`src/rtl/mem_pkg.sv`:
```
`default_nettype none
// ============================================================================
//  Module      : mem_pkg
//  Description : Shared definitions for the memory request controller:
//                the controller state encoding and the default address,
//                data and burst-length field widths.
//  Revision    : 1.0 - initial release
// ============================================================================
package mem_pkg;

    localparam int AW_DEF = 8;
    localparam int DW_DEF = 32;
    localparam int LW_DEF = 4;

    typedef enum logic [2:0] {
        IDLE     = 3'd0,
        WRITE    = 3'd1,
        RD_ISSUE = 3'd2,
        RD_WAIT  = 3'd3,
        RD_RESP  = 3'd4
    } state_t;

endpackage
`default_nettype wire

```
`src/rtl/mem_req_ctrl.sv`:
```
`default_nettype none
// ============================================================================
//  Module      : mem_req_ctrl
//  Description : Single-request memory controller. Accepts one write or one
//                read burst at a time, drives a simple synchronous memory
//                port, and returns read beats over a valid/ready response
//                channel. All outputs come straight from flops.
//  Revision    : 1.0 - initial release
//
//  Ports
//    clk, rst_n              clock (rising edge), async active-low reset
//    req_valid/req_ready     request handshake (ready only when idle)
//    req_write               1 = write, 0 = read
//    req_addr, req_len       start address, read beats minus one
//    req_wdata               write data
//    rsp_valid/rsp_ready     read response handshake
//    rsp_data, rsp_last      read beat data, final-beat marker
//    busy                    controller not idle
//    mem_w, mem_addr         memory write enable, memory address
//    mem_data_i              data driven into memory (write data)
//    mem_data_o              data returned by memory (read data)
// ============================================================================
module mem_req_ctrl
    import mem_pkg::*;
#(
    parameter int AW     = AW_DEF,
    parameter int DW     = DW_DEF,
    parameter int LW     = LW_DEF,
    parameter int RD_LAT = 1
) (
    input  logic          clk,
    input  logic          rst_n,
    input  logic          req_valid,
    output logic          req_ready,
    input  logic          req_write,
    input  logic [AW-1:0] req_addr,
    input  logic [LW-1:0] req_len,
    input  logic [DW-1:0] req_wdata,
    output logic          rsp_valid,
    input  logic          rsp_ready,
    output logic [DW-1:0] rsp_data,
    output logic          rsp_last,
    output logic          busy,
    output logic          mem_w,
    output logic [AW-1:0] mem_addr,
    output logic [DW-1:0] mem_data_i,
    input  logic [DW-1:0] mem_data_o
);

    // Beat counter holds req_len+1, so it needs one bit more than req_len
    // to represent a full 2^LW-beat burst.
    localparam int CW  = LW + 1;
    // Wait counter counts down from RD_LAT-1 to 0.
    localparam int WTW = (RD_LAT > 1) ? $clog2(RD_LAT) : 1;

    state_t          state_q, state_d;
    logic [AW-1:0]   addr_q, addr_d;
    logic [DW-1:0]   wdata_q, wdata_d;
    logic [CW-1:0]   cnt_q, cnt_d;
    logic [WTW-1:0]  wait_q, wait_d;
    logic [DW-1:0]   rdata_q, rdata_d;
    logic            mem_w_q, mem_w_d;
    logic            req_ready_q, req_ready_d;
    logic            busy_q, busy_d;
    logic            rsp_valid_q, rsp_valid_d;
    logic            rsp_last_q, rsp_last_d;

    // ------------------------------------------------------------------
    // State register and all output flops
    // ------------------------------------------------------------------
    always_ff @(posedge clk or negedge rst_n) begin
        if (!rst_n) begin
            state_q     <= IDLE;
            addr_q      <= '0;
            wdata_q     <= '0;
            cnt_q       <= '0;
            wait_q      <= '0;
            rdata_q     <= '0;
            mem_w_q     <= 1'b0;
            req_ready_q <= 1'b1;
            busy_q      <= 1'b0;
            rsp_valid_q <= 1'b0;
            rsp_last_q  <= 1'b0;
        end else begin
            state_q     <= state_d;
            addr_q      <= addr_d;
            wdata_q     <= wdata_d;
            cnt_q       <= cnt_d;
            wait_q      <= wait_d;
            rdata_q     <= rdata_d;
            mem_w_q     <= mem_w_d;
            req_ready_q <= req_ready_d;
            busy_q      <= busy_d;
            rsp_valid_q <= rsp_valid_d;
            rsp_last_q  <= rsp_last_d;
        end
    end

    // ------------------------------------------------------------------
    // Next-state and datapath logic
    // ------------------------------------------------------------------
    always_comb begin
        state_d = state_q;
        addr_d  = addr_q;
        wdata_d = wdata_q;
        cnt_d   = cnt_q;
        wait_d  = wait_q;
        rdata_d = rdata_q;

        case (state_q)
            IDLE: begin
                if (req_valid && req_ready_q) begin
                    addr_d = req_addr;
                    if (req_write) begin
                        state_d = WRITE;
                        wdata_d = req_wdata;
                    end else begin
                        state_d = RD_ISSUE;
                        cnt_d   = CW'(req_len) + CW'(1);
                    end
                end
            end
            WRITE: begin
                state_d = IDLE;
            end
            RD_ISSUE: begin
                state_d = RD_WAIT;
                wait_d  = WTW'(RD_LAT - 1);
            end
            RD_WAIT: begin
                if (wait_q == '0) begin
                    state_d = RD_RESP;
                    rdata_d = mem_data_o;
                end else begin
                    wait_d = wait_q - WTW'(1);
                end
            end
            RD_RESP: begin
                if (rsp_valid_q && rsp_ready) begin
                    cnt_d = cnt_q - CW'(1);
                    if (cnt_q > CW'(1)) begin
                        // Address wraps naturally at 2^AW.
                        addr_d  = addr_q + AW'(1);
                        state_d = RD_ISSUE;
                    end else begin
                        state_d = IDLE;
                    end
                end
            end
            default: begin
                state_d = IDLE;
            end
        endcase

        // Outputs are decoded from the next state so that they appear on
        // flops in the same cycle the state takes effect.
        req_ready_d = (state_d == IDLE);
        busy_d      = (state_d != IDLE);
        mem_w_d     = (state_d == WRITE);
        rsp_valid_d = (state_d == RD_RESP);
        rsp_last_d  = (state_d == RD_RESP) && (cnt_d == CW'(1));
    end

    assign req_ready  = req_ready_q;
    assign busy       = busy_q;
    assign mem_w      = mem_w_q;
    assign mem_addr   = addr_q;
    assign mem_data_i = wdata_q;
    assign rsp_valid  = rsp_valid_q;
    assign rsp_data   = rdata_q;
    assign rsp_last   = rsp_last_q;

endmodule
`default_nettype wire

```
`config.mk`:
```
export PLATFORM = sky130hd
export DESIGN_NAME = mem_req_ctrl
export DESIGN_NICKNAME = d
export VERILOG_FILES = /design/src/rtl/mem_pkg.sv /design/src/rtl/mem_req_ctrl.sv
export SDC_FILE = /design/constraint.sdc
export NUM_CORES = 1
export LEC_CHECK = 0
export CAP_MARGIN = 20
export CELL_PAD_IN_SITES_DETAIL_PLACEMENT = 0
export CELL_PAD_IN_SITES_GLOBAL_PLACEMENT = 1
export CORE_MARGIN = 5
export CORE_UTILIZATION = 32
export CTS_CLUSTER_SIZE = 20
export DETAILED_ROUTE_END_ITERATION = 8
export GPL_TIMING_DRIVEN = 0
export PLACE_DENSITY = 0.83
export SYNTH_ARGS = -nofsm -noshare
export SYNTH_HDL_FRONTEND = slang
export SYNTH_SLANG_ARGS = --single-unit
```
`constraint.sdc`:
```
create_clock -name clk -period 2.6 [get_ports clk]
set_input_delay 0.52 -clock clk [delete_from_list [all_inputs] [get_ports clk]]
set_output_delay 0.52 -clock clk [all_outputs]
set_load 0.05 [all_outputs]
```
# ---- Yosys cells after proc, flatten, opt, wreduce, memory -nomap -nowiden
# Cells that the tools add are included.
# Widths: inputs -> output; s select.
dict set report totals {
  reg_bits 86
  elab_cells 53
}
dict set report classes {
  add_sub_neg 4
  magnitude_cmp 1
  eq_ne 9
  n_mux 16
  n_bitwise 1
  n_reduce_logical 11
}
# operator count
set op_table {}
lappend op_table {{$mux 8} 3}
lappend op_table {{$pmux 8 s2} 1}
lappend op_table {{$mux 5} 3}
lappend op_table {{$pmux 3 s4} 1}
lappend op_table {{$pmux 5 s2} 1}
lappend op_table {{$mux 3} 3}
lappend op_table {{$add 8x1->8 const B} 1}
lappend op_table {{$eq 3x2->1 const B} 2}
lappend op_table {{$eq 3x3->1 const B} 2}
lappend op_table {{$logic_not 3->1} 2}
lappend op_table {{$ne 2x2->1 const B} 3}
lappend op_table {{$add 4x1->5 const B} 1}
lappend op_table {{$eq 5x1->1 const B} 1}
lappend op_table {{$gt 5x1->1 const B} 1}
lappend op_table {{$sub 5x1->5 const B} 1}
lappend op_table {{$mux 2} 2}
lappend op_table {{$reduce_and 4->1} 1}
lappend op_table {{$reduce_bool 2->1} 2}
lappend op_table {{$eq 3x1->1 const B} 1}
lappend op_table {{$logic_and 1x1->1} 3}
lappend op_table {{$reduce_and 3->1} 1}
lappend op_table {{$reduce_bool 3->1} 1}
lappend op_table {{$pmux 1 s2} 1}
lappend op_table {{$reduce_and 2->1} 1}
lappend op_table {{other kinds (3)} 3}

# ---- Logic depth before layout (Yosys ltp)
dict set report depth {
  depth_word 6
  ltp_mapped 7
}

# ---- Worst setup path after synthesis
# No wires, ideal clock.
dict set report synth_timing {
  path_kind {register -> register}
  from {reg state_q[1]}
  to {reg wdata_q[10] (netlist: mem_data_i[10])}
  arrival_time_ns 1.846
  setup_slack_ns 0.627
  stages_incl_launch_ff 8
  path_buffers 3
  period_less_slack_ns 1.973
  cell_sequence {dfrtp_1 or2_1 buf_2 nor3_1 and2_1 buf_4 buf_4 mux2_1}
}
dict set report synth_between {
  elab_chain_cells 2
}
# item line
set synth_rtl {}
lappend synth_rtl {{start: declaration} mem_req_ctrl.sv:56} ;# state_t state_q, state_d;
lappend synth_rtl {{start signal: assignment} mem_req_ctrl.sv:85} ;# state_q <= state_d;
lappend synth_rtl {{$logic_not 3->1} mem_req_ctrl.sv:110} ;# case (state_q)
lappend synth_rtl {{$reduce_and 3->1 (no source line)} n/a}
lappend synth_rtl {{end signal: assignment} mem_req_ctrl.sv:87} ;# wdata_q <= wdata_d;
lappend synth_rtl {{end: declaration} mem_req_ctrl.sv:58} ;# logic [DW-1:0] wdata_q, wdata_d;
# No other way between the ends.
# A chain may end at the register's enable or synchronous reset.

# ---- Worst setup path after layout
dict set report layout_timing {
  from {reg state_q[1]}
  to {reg wdata_q[23] (netlist: mem_data_i[23])}
}
# Same word-level chain as after synthesis.

==> results list <==
- In the final timing run, aggregate negative setup slack is 0 ns.
- CP cell instances: or2_1 -> buf_2 -> nor3_1 -> and2_1 -> buf_4 -> buf_4 -> mux2_1
- After global routing the overflow that remains totals 0.
* Routed WL per cell: 16.0 um
* P&R area growth vs syn: 55.4%
- The final-report max-slew violation count was 0.
* Mean instance size in the synthesized netlist: 13.3 sq um
* DRT iter0 DRCs: 129
* Source-to-sink clock delay at the later pin of the worst-skew pair: 0.34 ns
- Pwr dens: 1460 nW/um^2
- Buffers from clock root to sink, at most: 2
- Commonest cells after routing, fill and taps aside: sky130_fd_sc_hd__clkdlybuf4s50_1, sky130_fd_sc_hd__dfrtp_1, sky130_fd_sc_hd__mux2_1
- Buf+Inv Stages, Crit Path: 3
* Amount of wire on met3 after detailed routing: 764 um
- Yosys top cell area share: 59.3%
* Status: complete, no violations
- In this run the standard cell core region covers 10,800 sq um.
- Max incr delay on CP: 0.43 ns
- Setup slack on the worst reg-to-reg path comes out at 0.34 ns.
* Detailed-route wire length on metal 1: 3.63 mm
* Global-route wire length before repair: 14.8 mm
- For this run, the detailed router's first-pass iteration total came to 4.
- Leaving out fill and tap cells, the most frequent cell in the layout is sky130_fd_sc_hd__clkdlybuf4s50_1.
* Setup-failing EPs final: 0
- The number of clock buffers added by TritonCTS is 9.
- 158 I/O pins were placed.
- Highest achievable clock rate: 0.443 GHz
- Stages on worst setup path: 7
- Kind of launch point of the worst setup path: flip-flop
- At the end of routability-driven placement, the weighted congestion stood at 0.809.
- CTS Sinks: 85
- Worst slew margin relative to its limit: 61.6%
- Vias/cell: 4.75
* Initial core utilization: 32.7%
- STA puts the critical path data required time at 2.82 ns.
- The number of nets in the synthesized netlist is 351.
- The critical path ends at mem_data_i[23]$_DFFE_PN0P_.
- Area occupied by multi-input gates: 1340 sq um
- Buffers inserted to repair hold after CTS numbered 0.
* Setup repair after global routing missed its margin: no
- Number of fill cells: 1,014
* Main area contributors after synthesis: sky130_fd_sc_hd__dfrtp_1, sky130_fd_sc_hd__mux2_1, sky130_fd_sc_hd__a21oi_1, sky130_fd_sc_hd__ha_1, sky130_fd_sc_hd__nand3_1
- After synthesis, the share of flip-flops with an asynchronous set or reset is 100%.
- During synthesis, Yosys emitted a total of 0 warnings.
- Buffers on Ports: 157
- DIE WIDTH: 115 um
* Master of the slowest instance on the critical path: sky130_fd_sc_hd__dfrtp_1
* Number of antenna violations at the first check in global routing: 0
- In the final layout, the share of cells above drive strength 1 is 6.82%.
- The count of nets left with antenna violations once routing finished came out at 0.
* Sum of internal, switching and leakage power: 8.05 mW
- Among all flip-flop cells after synthesis, the most frequent one is sky130_fd_sc_hd__dfrtp_1.
- The number of setup buffers added after CTS is 0.
- Summed over all instances, the cell type with the most area after synthesis is sky130_fd_sc_hd__dfrtp_1.
- Dpl hpwl: 7.08 mm
* Total die area: 13,300 sq um
- Count of non-filler cells in the finished layout: 580
- Summed over all layers, the routed wires come to 9.26 mm.
* Worst VDD drop: 858 uV
- Die height: 115 um
- After floorplanning, the core was divided into 38 placement rows.
- The critical path is of the reg -> reg type.
- Across the routed clock network, the largest skew measured is 0.00719 ns.
- Across the run, the number of max-cap violations was 0.
- Entering global routing, the biggest net connects 72 pins.
* Overall fraction of global-route tracks in use: 14.3%
- TritonCTS built the clock tree.
- Combined area of all synthesized cells: 3540 sq um
- End of the worst register-to-register path: mem_data_i[23]$_DFFE_PN0P_
- Register area share after synthesis: 60.1%
- Library cell appearing most often on the critical path: sky130_fd_sc_hd__buf_4
* Number of enable-type register cells in the synthesized netlist: 0
- The path class of the tightest hold or removal check is in -> async.
- The H-tree generated during clock tree synthesis spans 3 levels.
- Tracing the worst setup path back leads to its startpoint at state_q[1]$_DFF_PN0_.
- The synthesized design contains 85 register bits.
- DR DRC count: 0
* Post-synthesis cell count: 266
- The repair_antennas step left the layout with diodes totalling 0.
* Clock-pin slew of the registers on the worst-case setup and hold paths: 0.09 ns
- Total leakage power: 2.28 nW
* Buffer cell driving the clock tree root: sky130_fd_sc_hd__clkbuf_8
* Cell family with most CP delay: simple AND/OR/NAND/NOR gates
- R2r worst-path depth: 7
- Routed via count: 2,753
- Once the clock tree was built, the resizer swapped 0 gates to a different size.
- The worst setup path is captured at a flip-flop.
- Uppermost layer routed: met4
* Transition time at the pin with the least slew margin: 0.572 ns
* Critical-path maximum fanout: 10
- The final-report hold violation count was 0.
- Final clock period utilization by the worst path: 86.9%
- STA puts the critical path data arrival time at 2.48 ns.
* Post-layout min period: 2.26 ns
* Critical R2R Launch: state_q[1]$_DFF_PN0_
* Number of global-route vias before repair: 2,925
- At the end of the flow, the number of nets in the layout was 520.
- Across all hold checks on the routed design, the worst slack comes to 0.0232 ns.
* Sequential cell area in the final layout: 2130 sq um
- Dpl cells: 564
- Length of routed met2 wiring: 4.70 mm
- Distinct cell type count of the synthesized netlist: 40
-- flip-flops by register name, summed over array words and instances (netlist names) --
signal / cells
mem_data_i: 32
rsp_data: 32
rsp_last: 1
mem_addr: 8
mem_w: 1
state_q: 3
busy: 1
req_ready: 1
rsp_valid: 1
cnt_q: 5
-- power breakdown --
group | internal [mW] | total, mW | switching (mW)
registers | 1.98 | 2.39 | 0.410
logic | 1.67 | 4.73 | 3.06
clock network | 0.465 | 0.919 | 0.454
-- metrics by stage --
stage	util (%)	cell area (sq um)	setup WS [ns]
final	50.8	5510	0.341
after global routing	50.8	5510	0.204
after floorplan	-	3540	0.627
after detailed placement	49.0	5320	0.0929
after global placement	48.8	5290	-2.11
after CTS	50.8	5510	0.304
-- cell families after synthesis --
logic type	Yosys count	share of synthesized area (%)
XOR/XNOR	2	0.494
buffers and inverters	15	2.08
adder cells (fa/ha/maj)	4	1.41
multiplexers	66	20.9
flip-flops	85	60.1
AO/OA/AOI/OAI	37	6.43
AND/OR/NAND/NOR	57	8.62
-- worst min path at each step --
stage	from	endpoint
2_1_floorplan	rst_n	busy$_DFF_PN0_
3_3_place_gp	mem_data_i[31]$_DFFE_PN0P_	mem_data_i[31]$_DFFE_PN0P_
3_5_place_dp	rst_n	rsp_data[16]$_DFFE_PN0N_
4_1_cts	rst_n	rsp_data[17]$_DFFE_PN0N_
5_1_grt	rst_n	rsp_data[13]$_DFFE_PN0N_
6_report	rst_n	rsp_data[13]$_DFFE_PN0N_
-- cells in the mapped netlist (4+ instances only) --
master / n
sky130_fd_sc_hd__inv_1: 4
sky130_fd_sc_hd__a21oi_1: 12
sky130_fd_sc_hd__buf_4: 4
sky130_fd_sc_hd__nor2_1: 10
sky130_fd_sc_hd__or3_1: 4
sky130_fd_sc_hd__o22ai_1: 6
sky130_fd_sc_hd__nand3_1: 10
sky130_fd_sc_hd__o21ai_1: 5
sky130_fd_sc_hd__nand4_1: 6
sky130_fd_sc_hd__mux2_1: 61
sky130_fd_sc_hd__o21ai_0: 4
sky130_fd_sc_hd__dfrtp_1: 84
sky130_fd_sc_hd__nand2_1: 12
sky130_fd_sc_hd__nor3_1: 4
sky130_fd_sc_hd__ha_1: 4
-- worst reg2reg max path, cell delays in order (launching register included) --
cell	delay, ns
sky130_fd_sc_hd__dfrtp_1	0.43
sky130_fd_sc_hd__or2_1	0.23
sky130_fd_sc_hd__buf_2	0.16
sky130_fd_sc_hd__nor3_1	0.38
sky130_fd_sc_hd__and2_1	0.19
sky130_fd_sc_hd__buf_4	0.18
sky130_fd_sc_hd__buf_4	0.22
sky130_fd_sc_hd__mux2_1	0.35
-- layout make-up --
cell class	count	share of cell area [%]
clock buffer	11	2.57
timing repair buffer	158	29.0
sequential	85	38.7
inverter	4	0.273
buffer	11	1.07
clock inverter	5	0.909
tap	140	3.18
multi-input combinational	166	24.4
-- routing by layer --
layer | vias to the layer above | global-route usage (%)
met1 | 1348 | 17.4
li1 | 1300 | -
met3 | 14 | 5.79
met4 | 0 | 5.40
met2 | 91 | 22.8
met5 | - | 0
Note: power is estimated with default switching activity, not from simulation.
